<file path="src/rtl/hazard_scoreboard.sv">
// Load-use hazard scoreboard for the ID stage.
// Tracks per-register load latency and stalls dependent ID instructions.
module hazard_scoreboard #(
    parameter int REG_AW   = 5,
    parameter int LOAD_LAT = 2,
    parameter int CNT_W    = 16
) (
    input  logic              clk,
    input  logic              reset,
    input  logic [REG_AW-1:0] rs1_id,
    input  logic [REG_AW-1:0] rs2_id,
    input  logic              rs1_used_id,
    input  logic              rs2_used_id,
    input  logic              flush_id,
    input  logic              valid_ex,
    input  logic              MemRead_ex,
    input  logic              RegWrite_ex,
    input  logic [REG_AW-1:0] rd_ex,
    input  logic              mem_ready,
    input  logic              stat_clr,
    output logic              load_delay,
    output logic              PCWrite,
    output logic              IF_ID_Write,
    output logic [CNT_W-1:0]  stall_count,
    output logic              pending_any
);

    localparam int NREG = 1 << REG_AW;
    localparam logic [2:0] SET_VAL = 3'(LOAD_LAT - 1);
    localparam logic [CNT_W-1:0] CNT_MAX = '1;

    logic [2:0] pend [NREG];
    logic       load_issue;
    logic       src1_hz;
    logic       src2_hz;
    logic       hazard;

    // Hazard detection: the load still in EX or any outstanding countdown.
    always_comb begin
        load_issue = valid_ex & MemRead_ex & RegWrite_ex
                   & (rd_ex != '0);
        src1_hz = rs1_used_id & (rs1_id != '0)
                & ((load_issue & (rd_ex == rs1_id))
                   | (pend[rs1_id] != 3'd0));
        src2_hz = rs2_used_id & (rs2_id != '0)
                & ((load_issue & (rd_ex == rs2_id))
                   | (pend[rs2_id] != 3'd0));
        hazard      = !flush_id & (src1_hz | src2_hz);
        load_delay  = hazard;
        PCWrite     = !hazard;
        IF_ID_Write = !hazard;
    end

    // Countdown per register; a new load to the same rd reloads the entry.
    always_ff @(posedge clk or posedge reset) begin
        if (reset) begin
            for (int r = 0; r < NREG; r++) begin
                pend[r] <= 3'd0;
            end
        end else if (mem_ready) begin
            for (int r = 1; r < NREG; r++) begin
                if (load_issue && (rd_ex == REG_AW'(r))) begin
                    pend[r] <= SET_VAL;
                end else if (pend[r] != 3'd0) begin
                    pend[r] <= pend[r] - 3'd1;
                end
            end
        end
    end

    // Any outstanding countdown.
    always_comb begin
        pending_any = 1'b0;
        for (int r = 1; r < NREG; r++) begin
            pending_any = pending_any | (pend[r] != 3'd0);
        end
    end

    // Saturating stall statistic; clear has priority.
    always_ff @(posedge clk or posedge reset) begin
        if (reset) begin
            stall_count <= '0;
        end else if (stat_clr) begin
            stall_count <= '0;
        end else if (hazard && (stall_count != CNT_MAX)) begin
            stall_count <= stall_count + 1'b1;
        end
    end

endmodule

</file>
<file path="config.mk">
export PLATFORM = sky130hd
export DESIGN_NAME = hazard_scoreboard
export DESIGN_NICKNAME = d
export VERILOG_FILES = /design/src/rtl/hazard_scoreboard.sv
export SDC_FILE = /design/constraint.sdc
export NUM_CORES = 1
export LEC_CHECK = 0
export ABC_AREA = 0
export BUFFER_PORTS_ARGS = -buffer_cell sky130_fd_sc_hd__buf_2
export CAP_MARGIN = 20
export CORE_AREA = 3 3 114 116
export DETAILED_ROUTE_END_ITERATION = 6
export DIE_AREA = 0 0 117 119
export PLACE_DENSITY = 0.79
export SETUP_SLACK_MARGIN = 0.2
export SLEW_MARGIN = 10
export SYNTH_ARGS = -nofsm -noshare
export SYNTH_HDL_FRONTEND = slang
export SYNTH_SLANG_ARGS = --single-unit
</file>
<file path="constraint.sdc">
create_clock -name clk -period 5.8 [get_ports clk]
set_input_delay 1.16 -clock clk [delete_from_list [all_inputs] [get_ports clk]]
set_output_delay 1.16 -clock clk [all_outputs]
set_load 0.005 [all_outputs]
</file>
# ---- After elaboration in Yosys (flattened, before gate mapping)
# Cells that the tools add are included.
dict set report totals {
  regBits 109
  output_inout_bits 20
  wordCells 348
  inputBits 25
}
dict set report classes {
  bitwise 45
  n_eq_ne 34
  reduce_logical 133
  n_mux 70
  n_addsub 32
  order_cmp 2
}
# cell count
set ops {}
lappend ops {{3-bit 2-to-1 mux} 66}
lappend ops {{3-bit nonzero test} 33}
lappend ops {{3-bit by 1-bit subtractor with 3-bit output (second input constant)} 31}
lappend ops {{5-bit equality test (second input constant)} 16}
lappend ops {{2-bit nonzero test} 32}
lappend ops {{2-bit AND reduction} 31}
lappend ops {{5-bit by 4-bit equality test with 1-bit output (second input constant)} 8}
lappend ops {{1-bit bitwise OR} 33}
lappend ops {{1-bit logical AND} 32}
lappend ops {{16-bit 2-to-1 mux} 2}
lappend ops {{3-bit binary-select mux with 5-bit select} 2}
lappend ops {{5-bit by 3-bit equality test with 1-bit output (second input constant)} 4}
lappend ops {{16-bit by 1-bit adder with 16-bit output (second input constant)} 1}
lappend ops {{16-bit != test (second input constant)} 1}
lappend ops {{5-bit nonzero test} 3}
lappend ops {{6-bit >= comparator (second input constant)} 2}
lappend ops {{5-bit inverter with 6-bit output} 2}
lappend ops {{1-bit AND} 10}
lappend ops {{5-bit by 2-bit equality test with 1-bit output (second input constant)} 2}
lappend ops {{5-bit equality test} 2}
lappend ops {{5-bit by 1-bit equality test with 1-bit output (second input constant)} 1}
lappend ops {{1-bit logical NOT} 2}

# ---- Depth between registers and ports, before layout
dict set report logic_depth {
  word_depth 31
  depth_mapped 12
  ltp_nobuf 8
}

# ---- Least setup slack after synthesis
# OpenSTA, ideal clock, no wires.
dict set report synth_path {
  path_kind {in2out}
  start {in rs1_id[1]}
  end {out PCWrite}
  required_time_ns 4.640
  n_path_buf 2
  path_stages 9
  path_slack_ns 1.719
  arrival_ns 2.921
  cell_sequence {buf_6 -> inv_4 -> mux4_2 -> a22o_1 -> a21oi_2 -> a2111oi_2 -> and3_1 -> or2_2 -> buf_4}
}
dict set report synth_between {
  elab_chain_cells 10
  elab_cells_between_ends 14
  classes_between {eq/ne: 1; mux: 3; bitwise: 7; reduce/logical: 3}
}
# element line_no
set synth_lines {}
lappend synth_lines {{from (decl)} 10} ;# input logic [REG_AW-1:0] rs1_id,
lappend synth_lines {{5-bit inverter with 6-bit output (not written as such)} 44} ;# | (pend[rs1_id] != 3'd0));
lappend synth_lines {{3-bit binary-select mux with 5-bit select} 44}
lappend synth_lines {{3-bit 2-to-1 mux (not written as such) (2 in series)} 44}
lappend synth_lines {{3-bit nonzero test} 44}
lappend synth_lines {{1-bit bitwise OR} 44}
lappend synth_lines {{1-bit AND (*)} 43} ;# & ((load_issue & (rd_ex == rs1_id))
lappend synth_lines {{1-bit bitwise OR (*)} 48} ;# hazard = !flush_id & (src1_hz | src2_hz);
lappend synth_lines {{1-bit AND (*)} 48}
lappend synth_lines {{1-bit logical NOT (*)} --}
lappend synth_lines {{to (decl)} 22} ;# output logic PCWrite,
# Every way passes the cells marked *; elsewhere a longest branch is shown, timed or not. The select of a mux whose other input is x is not followed.

# ---- Worst setup path after layout
dict set report layout_path {
  start {in rs1_id[1]}
  end {out load_delay}
}
dict set report layout_between {
  elab_chain_cells 9
  elab_cells_between_ends 13
  classes_between {eq/ne: 1; mux: 3; bitwise: 7; reduce/logical: 2}
}
# element line_no
set layout_lines {}
lappend layout_lines {{5-bit inverter with 6-bit output (not written as such)} 44}
lappend layout_lines {{3-bit binary-select mux with 5-bit select} 44}
lappend layout_lines {{3-bit 2-to-1 mux (not written as such) (2 in series)} 44}
lappend layout_lines {{3-bit nonzero test} 44}
lappend layout_lines {{1-bit bitwise OR} 44}
lappend layout_lines {{1-bit AND (*)} 43}
lappend layout_lines {{1-bit bitwise OR (*)} 48}
lappend layout_lines {{1-bit AND (*)} 48}
lappend layout_lines {{to (decl)} 21} ;# output logic load_delay,
# Marked as above.

==> qor.tcl <==
set qor(clock.fmax_mhz) 217
set qor(std_cell_rows) 40
set qor(post_cts_buffers) 0
set qor(finalNetCount) 1002
set qor(seq_area_frac_synth_pct) 37.2
set qor(proportion_of_power_drawn_by_combinational_gates_pct) 42.6
set qor(num_antenna_cells) 0
set qor(clkLatencyLatePin_ns) 0.37
set qor(cts_htree_levels) 3
set qor(r2r.worst_path.cells) 8
set qor(synthDominantAreaCellType) {dfrtp_1}
set qor(final.period_utilization_pct) 79.5
set qor(synth_area_um2) 7340
set qor(grt_start_max_net_pins) 65
set qor(worst-setup-path-type) {in -> out}
set qor(share_seq_of_total_power_pct) 39.9
set qor(route.antenna.remaining_nets) 0
set qor(reg2reg_slack_ns) 3.05
set qor(route.vias.total) 6614
set qor(cp_max_fo) 19
set qor(grt_first_pass_wirelength_mm) 29.6
set qor(wl_per_cell_um) 16.8
set qor(io_pins) 45
set qor(drt_first_pass_iters) 5
set qor(cp.arrival_ns) 3.45
set qor(final_critical_path_setup_slack_ns) 1.19
set qor(ys.warnings.count) 3
set qor(synth_mux_area_share_pct) 1.33
set qor(total_global_route_track_usage_pct) 26.9
set qor(root_buffer) {clkbuf_16}
set qor(finClkSkew_ns) 0.0113
set qor(synth.net_count) 979
set qor(synth-seq-cells) 109
set qor(timing.setup.tns_ns) 0
set qor(place.port_buffers) 44
set qor(critPathMostFrequentCell) {buf_2}
set qor(register_area_um2) 2730
set qor(ys_async_sr_fraction_pct) 100
set qor(synthesis.instances) 891
set qor(intPower_mw) 2.06
set qor(placeableCoreArea_um2) 12000
set qor(grt_overflow_total) 0
set qor(cell_chain_critical_path) {buf_2 -> mux2_2 -> a221oi_1 -> a21o_1 -> a21oi_2 -> a2111oi_2 -> and3_1 -> or2_2 -> inv_1 -> buf_2}
set qor(fp.dieH_um) 119
set qor(endpoint_kind) {output port}
set qor(ctsLongestPathBuffers) 2
set qor(numCtsBuffers) 9
set qor(synth_top_area_share_pct) 37.2
set qor(power_density_nw_per_um2) 450
set qor(path_clk_slew_ns) 0.07
set qor(yosys.area_share.xor_xnor_pct) 1.91
set qor(fin_worst_hold_slack_ns) 0.493
set qor(die_width_um) 117
set qor(post_synth_fa_ha_maj_area_fraction_pct) 10.7
set qor(yosys_most_used_dff) {dfrtp_1}
set qor(layout.cells.most_common) {nand2_1}
set qor(leakage_nw) 3.60
set qor(starting_density_of_the_core_pct) 61.1
set qor(post_synth_main_area_contributors) {dfrtp_1 37%, ha_1 11%, o21ai_0 7.5%, nand2_1 6.4%, inv_1 4.1%}
set qor(dp_hpwl_mm) 13.3
set qor(synth_compound_area_share_pct) 17.7
set qor(outcome) {finished clean}
set qor(netSwitchingFraction_pct) 42.1
set qor(synth_top_family_by_area) {simple AND/OR/NAND/NOR gates}
set qor(reg2reg_from) {pend[84]$_DFFE_PP0P_}
set qor(timing.final.max_slew_violations) 0
set qor(worstHoldStart) {pend[73]$_DFFE_PP0P_}
set qor(place_ws_ns) 1.24
set qor(drt_iter0_markers) 583
set qor(dpl.cell_count) 1050
set qor(timing.critical_path.required_ns) 4.64
set qor(relSlewSlack_pct) 46.2
set qor(die_area_um2) 13900
set qor(power.share.clock_pct) 17.5
set qor(tightestPinTransition_ns) 0.806
set qor(ys_types) 59
set qor(cts_hold_buf) 0
set qor(worst_path_largest_cell_delay_ns) 0.46
set qor(tritoncts) {built}
set qor(cp_slowest_cell) {a2111oi_2}
set qor(remaining_drc_errors) 0
set qor(clock_sinks) 109
set qor(drive_gt1_share_pct) 8.38
set qor(timing.final.setup_violations) 0
set qor(post-route-cell-area_um2) 7890
set qor(worstHoldPathType) {reg -> reg}
set qor(synth_edf_count) 0
set qor(detail_route.wirelength_mm) 18.0
set qor(hold_viol_final) 0
set qor(multi_input_comb_area_um2) 4140
set qor(cap_violations) 0
set qor(irDropWorstVdd_uv) 322
set qor(initial_antenna_violation_count) 0
set qor(gpl.final_weighted_congestion) 0.938
set qor(fin_crit_ns) 4.61
set qor(synth_simple_gate_area_share_pct) 24.7
set qor(setup.worst_path.start_class) {input pin}
set qor(synthesized_area_divided_by_synthesized_cell_count_um2) 8.24
set qor(holdPathStages) 2
set qor(number_of_global_route_vias_before_repair) 6038
set qor(cts_resized) 0
set qor(flow.area_growth_from_synthesis_pct) 7.49
set qor(switchingPower_mw) 1.49
set qor(cell_count_final_fillers_out) 1066
set qor(detailed_route_vias_per_instance) 6.20
set qor(rsz_0062_raised_after_global_routing) {no}
set qor(final_cell_mix) {125 x nand2_1, 110 x o21ai_0, 109 x dfrtp_1}
set qor(min_delay_worst_endpoint) {pend[73]$_DFFE_PP0P_}
set qor(nFillCells) 1012
set qor(worst_r2r_endpoint) {stall_count[11]$_DFFE_PP0P_}
set qor(placement.cell_area_um2) 7590
[layout make-up]
type	count	area share, %
repair buffers	46	2.98
flip-flops and latches	109	34.6
well taps	147	2.33
clock buffers	10	2.90
inverters	82	3.97
clock inverters	6	0.809
multi-input cells	666	52.4
[synth_stat cells, drive strengths merged (19+ instances only)]
library cell and n:
ha 63, dfrtp 109, nor2b 19, nor3 37, inv 82, nor4 23
clkbuf 19, nand2 125, a21oi 37, nor2 55, o21ai 110, nand2b 27
[sequential cells by signal (all words and copies together), names as in the netlist]
signal / cells
pend: 93
stall_count: 16
[kinds of logic (layout without fill, tap and decap cells)]
| kind of cell | Yosys count | after routing |
|---|---|---|
| buffers and inverters | 116 | 144 |
| DFF | 109 | 109 |
| AOI/OAI and AO/OA | 211 | 211 |
| muxes | 7 | 7 |
| xor gates and xnor gates | 16 | 16 |
| adders and majority gates | 63 | 63 |
| and+or+nand+nor | 369 | 369 |
[through the flow]
| step | total power, mW | utilization, % |
|---|---|---|
| global placement | 2.85 | 63.2 |
| floorplan | 2.50 | - |
| finish | 3.55 | 65.7 |
| global route | 3.89 | 65.7 |
| CTS | 3.55 | 65.7 |
| detailed placement | 2.91 | 63.2 |
[routing by layer]
layer / vias up / wire length [µm] / track usage (%)
met5: - / 0 / 0
met4: 0 / 668 / 11.4
met3: 40 / 1330 / 5.59
met2: 234 / 8070 / 39.5
met1: 3154 / 7890 / 38.3
li1: 3186 / - / -
[worst max-delay path by stage]
| stage | cells past startpoint | end | slack [ns] | startpoint |
|---|---|---|---|---|
| 6_report | 10 | load_delay | 1.19 | rs1_id[1] |
| 5_1_grt | 10 | load_delay | 1.03 | rs2_id[1] |
| 4_1_cts | 10 | load_delay | 1.23 | rs1_id[1] |
| 3_5_place_dp | 10 | load_delay | 1.24 | rs1_id[1] |
| 3_3_place_gp | 10 | load_delay | 1.29 | rs1_id[1] |
| 2_1_floorplan | 9 | PCWrite | 1.72 | rs1_id[1] |
[critical path, delay by kind of cell]
family,cells,cell delay [ns]
compound gates,4,0.97
buf+inv,3,0.49
simple gates,2,0.42
mux,1,0.38
[power by group through the flow]
stage / combinational (mW) / clock, mW / sequential (mW)
floorplan: 1.17 / 0 / 1.33
global placement: 1.44 / 0 / 1.41
detailed placement: 1.49 / 0 / 1.41
CTS: 1.51 / 0.633 / 1.41
global route: 1.77 / 0.657 / 1.47
finish: 1.51 / 0.620 / 1.42
(Power assumes the default switching activity.)
